===== src/rtl/xbar_pkg.sv =====
// Shared crossbar types and the address-to-slave decode helper.
package xbar_pkg;

  localparam int unsigned SIZE_W  = 3;
  localparam int unsigned BURST_W = 2;

  typedef enum logic [BURST_W-1:0] {
    BURST_FIXED = 2'b00,
    BURST_INCR  = 2'b01,
    BURST_WRAP  = 2'b10
  } burst_t;

  // Decode result: dest is wide enough for any realistic slave count and is
  // narrowed by the caller to its own DEST_W.
  typedef struct packed {
    logic        err;
    logic [15:0] dest;
  } decode_t;

  // Out-of-range addresses are steered to the last slave (default/error slave).
  function automatic int unsigned default_slave(input int unsigned slaves);
    return slaves - 1;
  endfunction

  function automatic decode_t slave_decode(input logic [15:0] idx,
                                           input int unsigned slaves);
    decode_t d;
    d.err  = 1'b0;
    d.dest = idx;
    if ({16'd0, idx} >= slaves) begin
      d.err  = 1'b1;
      d.dest = 16'(default_slave(slaves));
    end
    return d;
  endfunction

endpackage


===== src/rtl/master_addr_ingress_if.sv =====
// AXI address-channel (AW or AR) handshake and payload from one master.
interface master_addr_ingress_if
  import xbar_pkg::*;
#(
  parameter int unsigned ADDR_W = 32,
  parameter int unsigned ID_W   = 4,
  parameter int unsigned LEN_W  = 8
);
  logic              s_avalid;
  logic              s_aready;
  logic [ID_W-1:0]   s_aid;
  logic [ADDR_W-1:0] s_aaddr;
  logic [LEN_W-1:0]  s_alen;
  logic [SIZE_W-1:0] s_asize;
  burst_t            s_aburst;

  modport master (output s_avalid, s_aid, s_aaddr, s_alen, s_asize, s_aburst,
                  input  s_aready);
  modport slave  (input  s_avalid, s_aid, s_aaddr, s_alen, s_asize, s_aburst,
                  output s_aready);
endinterface


===== src/rtl/master_addr_ingress_sync_fifo.sv =====
// Generic synchronous FIFO; full/empty come from the occupancy counter.
module sync_fifo #(
  parameter  int unsigned WIDTH = 8,
  parameter  int unsigned DEPTH = 4,
  localparam int unsigned PTR_W = $clog2(DEPTH),
  localparam int unsigned CNT_W = $clog2(DEPTH + 1)
) (
  input  logic             ACLK,
  input  logic             ARESETn,
  input  logic             i_push,
  input  logic             i_pop,
  input  logic [WIDTH-1:0] i_wdata,
  output logic [WIDTH-1:0] o_rdata,
  output logic             o_empty,
  output logic             o_full,
  output logic [CNT_W-1:0] o_count
);
  logic [WIDTH-1:0] r_mem [DEPTH];
  logic [PTR_W-1:0] r_wptr;
  logic [PTR_W-1:0] r_rptr;
  logic [CNT_W-1:0] r_count;
  logic             w_do_push;
  logic             w_do_pop;

  assign o_empty   = (r_count == '0);
  assign o_full    = (r_count == CNT_W'(DEPTH));
  assign o_count   = r_count;
  assign o_rdata   = r_mem[r_rptr];
  assign w_do_push = i_push & ~o_full;
  assign w_do_pop  = i_pop & ~o_empty;

  // Storage write; cleared on reset so the head reads zero until the first push.
  always_ff @(posedge ACLK) begin
    if (!ARESETn) begin
      for (int unsigned i = 0; i < DEPTH; i++) r_mem[i] <= '0;
    end else if (w_do_push) begin
      r_mem[r_wptr] <= i_wdata;
    end
  end

  // Pointers wrap naturally because DEPTH is a power of two; occupancy tracks net change.
  always_ff @(posedge ACLK) begin
    if (!ARESETn) begin
      r_wptr  <= '0;
      r_rptr  <= '0;
      r_count <= '0;
    end else begin
      if (w_do_push) r_wptr <= r_wptr + 1'b1;
      if (w_do_pop)  r_rptr <= r_rptr + 1'b1;
      case ({w_do_push, w_do_pop})
        2'b10:   r_count <= r_count + 1'b1;
        2'b01:   r_count <= r_count - 1'b1;
        default: r_count <= r_count;
      endcase
    end
  end

  a_occ_bound: assert property (@(posedge ACLK) disable iff (!ARESETn)
    r_count <= CNT_W'(DEPTH));

endmodule


===== src/rtl/master_addr_ingress.sv =====
// Per-master ingress: decode target slave, buffer requests, expose FIFO head to arbiters.
module master_addr_ingress
  import xbar_pkg::*;
#(
  parameter  int unsigned SLAVES = 2,
  parameter  int unsigned DEPTH  = 4,
  parameter  int unsigned ADDR_W = 32,
  parameter  int unsigned ID_W   = 4,
  parameter  int unsigned LEN_W  = 8,
  localparam int unsigned DEST_W = $clog2(SLAVES),
  localparam int unsigned OCC_W  = $clog2(DEPTH + 1)
) (
  input  logic                ACLK,
  input  logic                ARESETn,
  master_addr_ingress_if.slave mst,
  output logic                fifo_empty,
  output logic [DEST_W-1:0]   head_dest,
  output logic [ID_W-1:0]     head_id,
  output logic [ADDR_W-1:0]   head_addr,
  output logic [LEN_W-1:0]    head_len,
  output logic [SIZE_W-1:0]   head_size,
  output logic [1:0]          head_burst,
  input  logic                pop,
  output logic [OCC_W-1:0]    occupancy,
  output logic                decode_err
);
  typedef struct packed {
    logic [ID_W-1:0]   id;
    logic [ADDR_W-1:0] addr;
    logic [LEN_W-1:0]  len;
    logic [SIZE_W-1:0] size;
    burst_t            burst;
  } addr_req_t;

  typedef struct packed {
    logic [DEST_W-1:0] dest;
    addr_req_t         req;
  } entry_t;

  localparam int unsigned ENTRY_W = $bits(entry_t);

  logic [DEST_W-1:0]  w_idx;
  decode_t            w_dec;
  entry_t             w_wentry;
  entry_t             w_head;
  logic [ENTRY_W-1:0] w_rdata;
  logic               w_full;
  logic               w_push;
  logic               r_decode_err;

  assign w_idx = mst.s_aaddr[ADDR_W-1 -: DEST_W];
  assign w_dec = slave_decode(16'(w_idx), SLAVES);

  assign w_wentry.dest      = DEST_W'(w_dec.dest);
  assign w_wentry.req.id    = mst.s_aid;
  assign w_wentry.req.addr  = mst.s_aaddr;
  assign w_wentry.req.len   = mst.s_alen;
  assign w_wentry.req.size  = mst.s_asize;
  assign w_wentry.req.burst = mst.s_aburst;

  // Ready depends only on registered occupancy, never on valid or pop.
  assign mst.s_aready = ~w_full;
  assign w_push       = mst.s_avalid & mst.s_aready;

  sync_fifo #(
    .WIDTH (ENTRY_W),
    .DEPTH (DEPTH)
  ) u_fifo (
    .ACLK    (ACLK),
    .ARESETn (ARESETn),
    .i_push  (w_push),
    .i_pop   (pop),
    .i_wdata (w_wentry),
    .o_rdata (w_rdata),
    .o_empty (fifo_empty),
    .o_full  (w_full),
    .o_count (occupancy)
  );

  assign w_head     = w_rdata;
  assign head_dest  = w_head.dest;
  assign head_id    = w_head.req.id;
  assign head_addr  = w_head.req.addr;
  assign head_len   = w_head.req.len;
  assign head_size  = w_head.req.size;
  assign head_burst = w_head.req.burst;
  assign decode_err = r_decode_err;

  // Sticky flag: any accepted out-of-range address latches until reset.
  always_ff @(posedge ACLK) begin
    if (!ARESETn)                r_decode_err <= 1'b0;
    else if (w_push & w_dec.err) r_decode_err <= 1'b1;
  end

  a_axi_hold: assert property (@(posedge ACLK) disable iff (!ARESETn)
    (mst.s_avalid && !mst.s_aready) |=>
      (mst.s_avalid && $stable({mst.s_aid, mst.s_aaddr, mst.s_alen, mst.s_asize, mst.s_aburst})));

endmodule


===== src/flat_wrapper.sv =====
// flat-port wrapper written by rule: the top's interface ports become plain ports
module master_addr_ingress_flat import xbar_pkg::*;
#(
  parameter  int unsigned SLAVES = 2,
  parameter  int unsigned DEPTH  = 4,
  parameter  int unsigned ADDR_W = 32,
  parameter  int unsigned ID_W   = 4,
  parameter  int unsigned LEN_W  = 8,
  localparam int unsigned DEST_W = $clog2(SLAVES),
  localparam int unsigned OCC_W  = $clog2(DEPTH + 1)
)
  (ACLK, ARESETn, fifo_empty, head_dest, head_id, head_addr, head_len, head_size, head_burst, pop, occupancy, decode_err, mst_s_avalid, mst_s_aid, mst_s_aaddr, mst_s_alen, mst_s_asize, mst_s_aburst, mst_s_aready);
  master_addr_ingress_if #(.ADDR_W(ADDR_W), .ID_W(ID_W), .LEN_W(LEN_W)) mst_i ();
  input  logic ACLK;
  input  logic ARESETn;
  output logic fifo_empty;
  output logic [DEST_W-1:0] head_dest;
  output logic [ID_W-1:0] head_id;
  output logic [ADDR_W-1:0] head_addr;
  output logic [LEN_W-1:0] head_len;
  output logic [SIZE_W-1:0] head_size;
  output logic [1:0] head_burst;
  input  logic pop;
  output logic [OCC_W-1:0] occupancy;
  output logic decode_err;
  input wire logic [$bits(mst_i.s_avalid)-1:0] mst_s_avalid;
  input wire logic [$bits(mst_i.s_aid)-1:0] mst_s_aid;
  input wire logic [$bits(mst_i.s_aaddr)-1:0] mst_s_aaddr;
  input wire logic [$bits(mst_i.s_alen)-1:0] mst_s_alen;
  input wire logic [$bits(mst_i.s_asize)-1:0] mst_s_asize;
  input wire logic [$bits(mst_i.s_aburst)-1:0] mst_s_aburst;
  output wire logic [$bits(mst_i.s_aready)-1:0] mst_s_aready;
  assign mst_i.s_avalid = mst_s_avalid;
  assign mst_i.s_aid = mst_s_aid;
  assign mst_i.s_aaddr = mst_s_aaddr;
  assign mst_i.s_alen = mst_s_alen;
  assign mst_i.s_asize = mst_s_asize;
  assign mst_i.s_aburst = mst_s_aburst;
  assign mst_s_aready = mst_i.s_aready;
  master_addr_ingress #(.SLAVES(SLAVES), .DEPTH(DEPTH), .ADDR_W(ADDR_W), .ID_W(ID_W), .LEN_W(LEN_W)) u_core (.ACLK(ACLK), .ARESETn(ARESETn), .mst(mst_i), .fifo_empty(fifo_empty), .head_dest(head_dest), .head_id(head_id), .head_addr(head_addr), .head_len(head_len), .head_size(head_size), .head_burst(head_burst), .pop(pop), .occupancy(occupancy), .decode_err(decode_err));
endmodule

===== config.mk =====
export PLATFORM = sky130hd
export DESIGN_NAME = master_addr_ingress_flat
export DESIGN_NICKNAME = d
export VERILOG_FILES = /design/src/rtl/xbar_pkg.sv /design/src/rtl/master_addr_ingress_if.sv /design/src/rtl/master_addr_ingress_sync_fifo.sv /design/src/rtl/master_addr_ingress.sv /design/src/flat_wrapper.sv
export SDC_FILE = /design/constraint.sdc
export NUM_CORES = 1
export LEC_CHECK = 0
export BUFFER_PORTS_ARGS = -buffer_cell sky130_fd_sc_hd__buf_2
export CORE_ASPECT_RATIO = 1.75
export CORE_MARGIN = 4
export CORE_UTILIZATION = 60
export CTS_CLUSTER_DIAMETER = 30
export DETAILED_ROUTE_END_ITERATION = 16
export GPL_ROUTABILITY_DRIVEN = 0
export PLACE_DENSITY = 0.79
export REMOVE_ABC_BUFFERS = 1
export SLEW_MARGIN = 40
export SYNTH_ARGS = -nofsm -noshare
export SYNTH_HDL_FRONTEND = slang
export SYNTH_HIERARCHICAL = 1
export SYNTH_SLANG_ARGS = --single-unit

===== constraint.sdc =====
create_clock -name ACLK -period 13.5 [get_ports ACLK]
set_input_delay 1.35 -clock ACLK [delete_from_list [all_inputs] [get_ports ACLK]]
set_output_delay 1.35 -clock ACLK [all_outputs]
set_load 0.02 [all_outputs]

==> metrics.csv <==
metric,value,unit
status,"finished, final reports clean",
core area,15000,um2
slew of the pin with the lowest slew margin,0.765,ns
most frequent cells in the layout,"edfxtp_1, and2_1, buf_2",
number of port buffers,107,
Hold Path Class,register to register,
Final Hold Vio Count,0,
TritonCTS clock tree,done,
drt first-iter violations,223,
Unique masters post-synth,34,
post-CTS resize count,0,
largest net degree at the start of global routing,52,
chip height,172,um
H-tree depth,1,
vias in the first global route,5274,
vias per inst,5.62,
Layout fillers,933,
CP Max Fanout,18,
Nets,702,
"Seq/Total Area, Yosys",0.670,
clk buf depth,3,
share of cells above drive strength 1,0.412,
Layout area overhead,16.1,%
total number of vias,4768,
max-cap viol count,0,
synthesis-stage register bit count,209,
post-route cell area,10700,um2
num rows,59,
die area,17500,um2
worst relative slew slack,0.488,
Netlist Area Pre-Place,9230,um2
unrepaired setup endpoints after global routing,no,
CTS root buf,clkbuf_16,
startpoint types,register,
non-filler instance count after layout,849,
First-pass DRT Iterations,4,
Total Routing Usage GR,0.212,
CP arrival,2.11,ns
post-synthesis cell count,540,
Post-DP HPWL,10800,um
period utilization,0.256,
Total Wirelength,17800,um
max-slew violation count,0,
CP required,12.15,ns
Finished Core Util,0.715,
P_leak,4.11,nW
total chip power,1.92,mW
syn avg cell area,17.1,um2
TNS Setup,0,ns
placed inst area,9940,um2
cts hold-fix bufs,0,
DP Cell Count,805,
minimum clock period,3.46,ns
drt wl/cell,20.9,um
"CTS clk-pin slew, worst paths",0.06,ns
Crit Path Category,register to output port,
GR Overflow Total,0,
Crit. End Element,output port,
first-pass GRT wire length,28100,um
fmax,289,MHz
Peak VDD IR,0.000154,V
Initial Util,0.616,
Die Wd,102,um
antenna violations before repair,5,
Final setup viols,0,
# clock sinks,209,
TritonCTS Buffers,22,
ANT nets after route,0,
final hold slack,0.504,ns
num ports,109,
slack of the critical path,10.04,ns
Yosys Warn Count,6,
clk_skew,0.0112,ns
setup bufs post-CTS,0,
worst slack at placement,9.77,ns
"most common cell after layout, fill and taps aside",edfxtp_1,
power per standard cell area,179,nW/um2
worst skew pair latency,0.50,ns
# DRC,0,
-- registers in the layout, indices dropped and copies added, names as in the netlist, named ones only --
signal and count:
u_core/u_fifo/r_mem 200, u_core/u_fifo/o_count 3, u_core/u_fifo/r_rptr 2, u_core/u_fifo/r_wptr 2
-- critical path, cell delays in order, from the launching register on --
cell	delay (ns)
dfxtp_4	0.61
buf_12	0.25
mux4_2	0.56
buf_2	0.19
-- path summary, 6_finish.rpt --
path / start / end / slack (ns) / cells past startpoint
setup / recovery: register / head_addr[2] / 10.04 / 3
hold / removal: u_core/u_fifo/r_rptr[1] / register / 0.50 / 2
setup reg to reg: u_core/u_fifo/o_count[2] / u_core/u_fifo/r_mem[2][9] / 10.60 / 6
hold reg to reg: u_core/u_fifo/r_rptr[1] / register / 0.50 / 2
-- synth_stat cells --
library cell    n  share of area
mux2i_1         1         0.0011
and2_2         10         0.0081
edfxtp_1      200           0.65
or2b_1          1        0.00081
buf_6           5         0.0061
xnor2_1         1        0.00095
nor2b_1         2         0.0014
ha_1            1         0.0014
a21boi_0        2         0.0016
o21ai_0         8         0.0043
conb_1          1        0.00041
and4bb_4        1         0.0018
or3_1           2         0.0014
dfxtp_1         9          0.020
clkbuf_1        8         0.0033
fa_1            1         0.0022
nand2b_1        2         0.0014
inv_1           5         0.0020
nand2_1         6         0.0024
and2_1        145          0.098
mux4_2         50           0.12
nor4b_4         2         0.0051
a21o_1          1        0.00081
or4bb_1         1         0.0012
nand3_1         1        0.00054
and3_2          1        0.00081
buf_4           1        0.00081
buf_2           5         0.0027
and2_4         48          0.046
xor2_1          1        0.00095
clkbuf_2       15         0.0081
nor3_1          1        0.00054
or3b_4          1         0.0012
clkinv_4        1        0.00095
-- area by class of cell --
| class | count | area [um2] | share of cell area |
|---|---|---|---|
| clock buffer | 29 | 618 | 0.0577 |
| antenna | 3 | 7.51 | 0.000700 |
| clock inverter | 11 | 136 | 0.0127 |
| multi-input combinational | 291 | 2870 | 0.267 |
| tap | 183 | 229 | 0.0214 |
| timing repair buffer | 117 | 643 | 0.0600 |
| inverter | 6 | 27.5 | 0.00257 |
| sequential | 209 | 6190 | 0.578 |
-- per-layer routing --
layer | track usage | up-vias | wire length (um)
met3 | 0.0363 | 39 | 968
met4 | 0.0810 | 4 | 555
li1 | - | 2207 | -
met2 | 0.388 | 136 | 9930
met5 | 0 | - | 15
met1 | 0.246 | 2382 | 6300
-- cell families after synthesis --
kind of cell	share of synthesized area
AO/OA/AOI/OAI	0.00678
XOR/XNOR	0.00190
adder cells (fa/ha/maj)	0.00352
buffers and inverters	0.0240
flip-flops	0.670
multiplexers	0.123
other	0.000406
AND/OR/NAND/NOR	0.170
-- power breakdown --
part,internal [mW],total [mW],switching [mW]
combinational,0.197,0.453,0.256
clock,0.368,0.614,0.246
sequential,0.813,0.853,0.0404
Note: power is estimated with default switching activity, not from simulation.
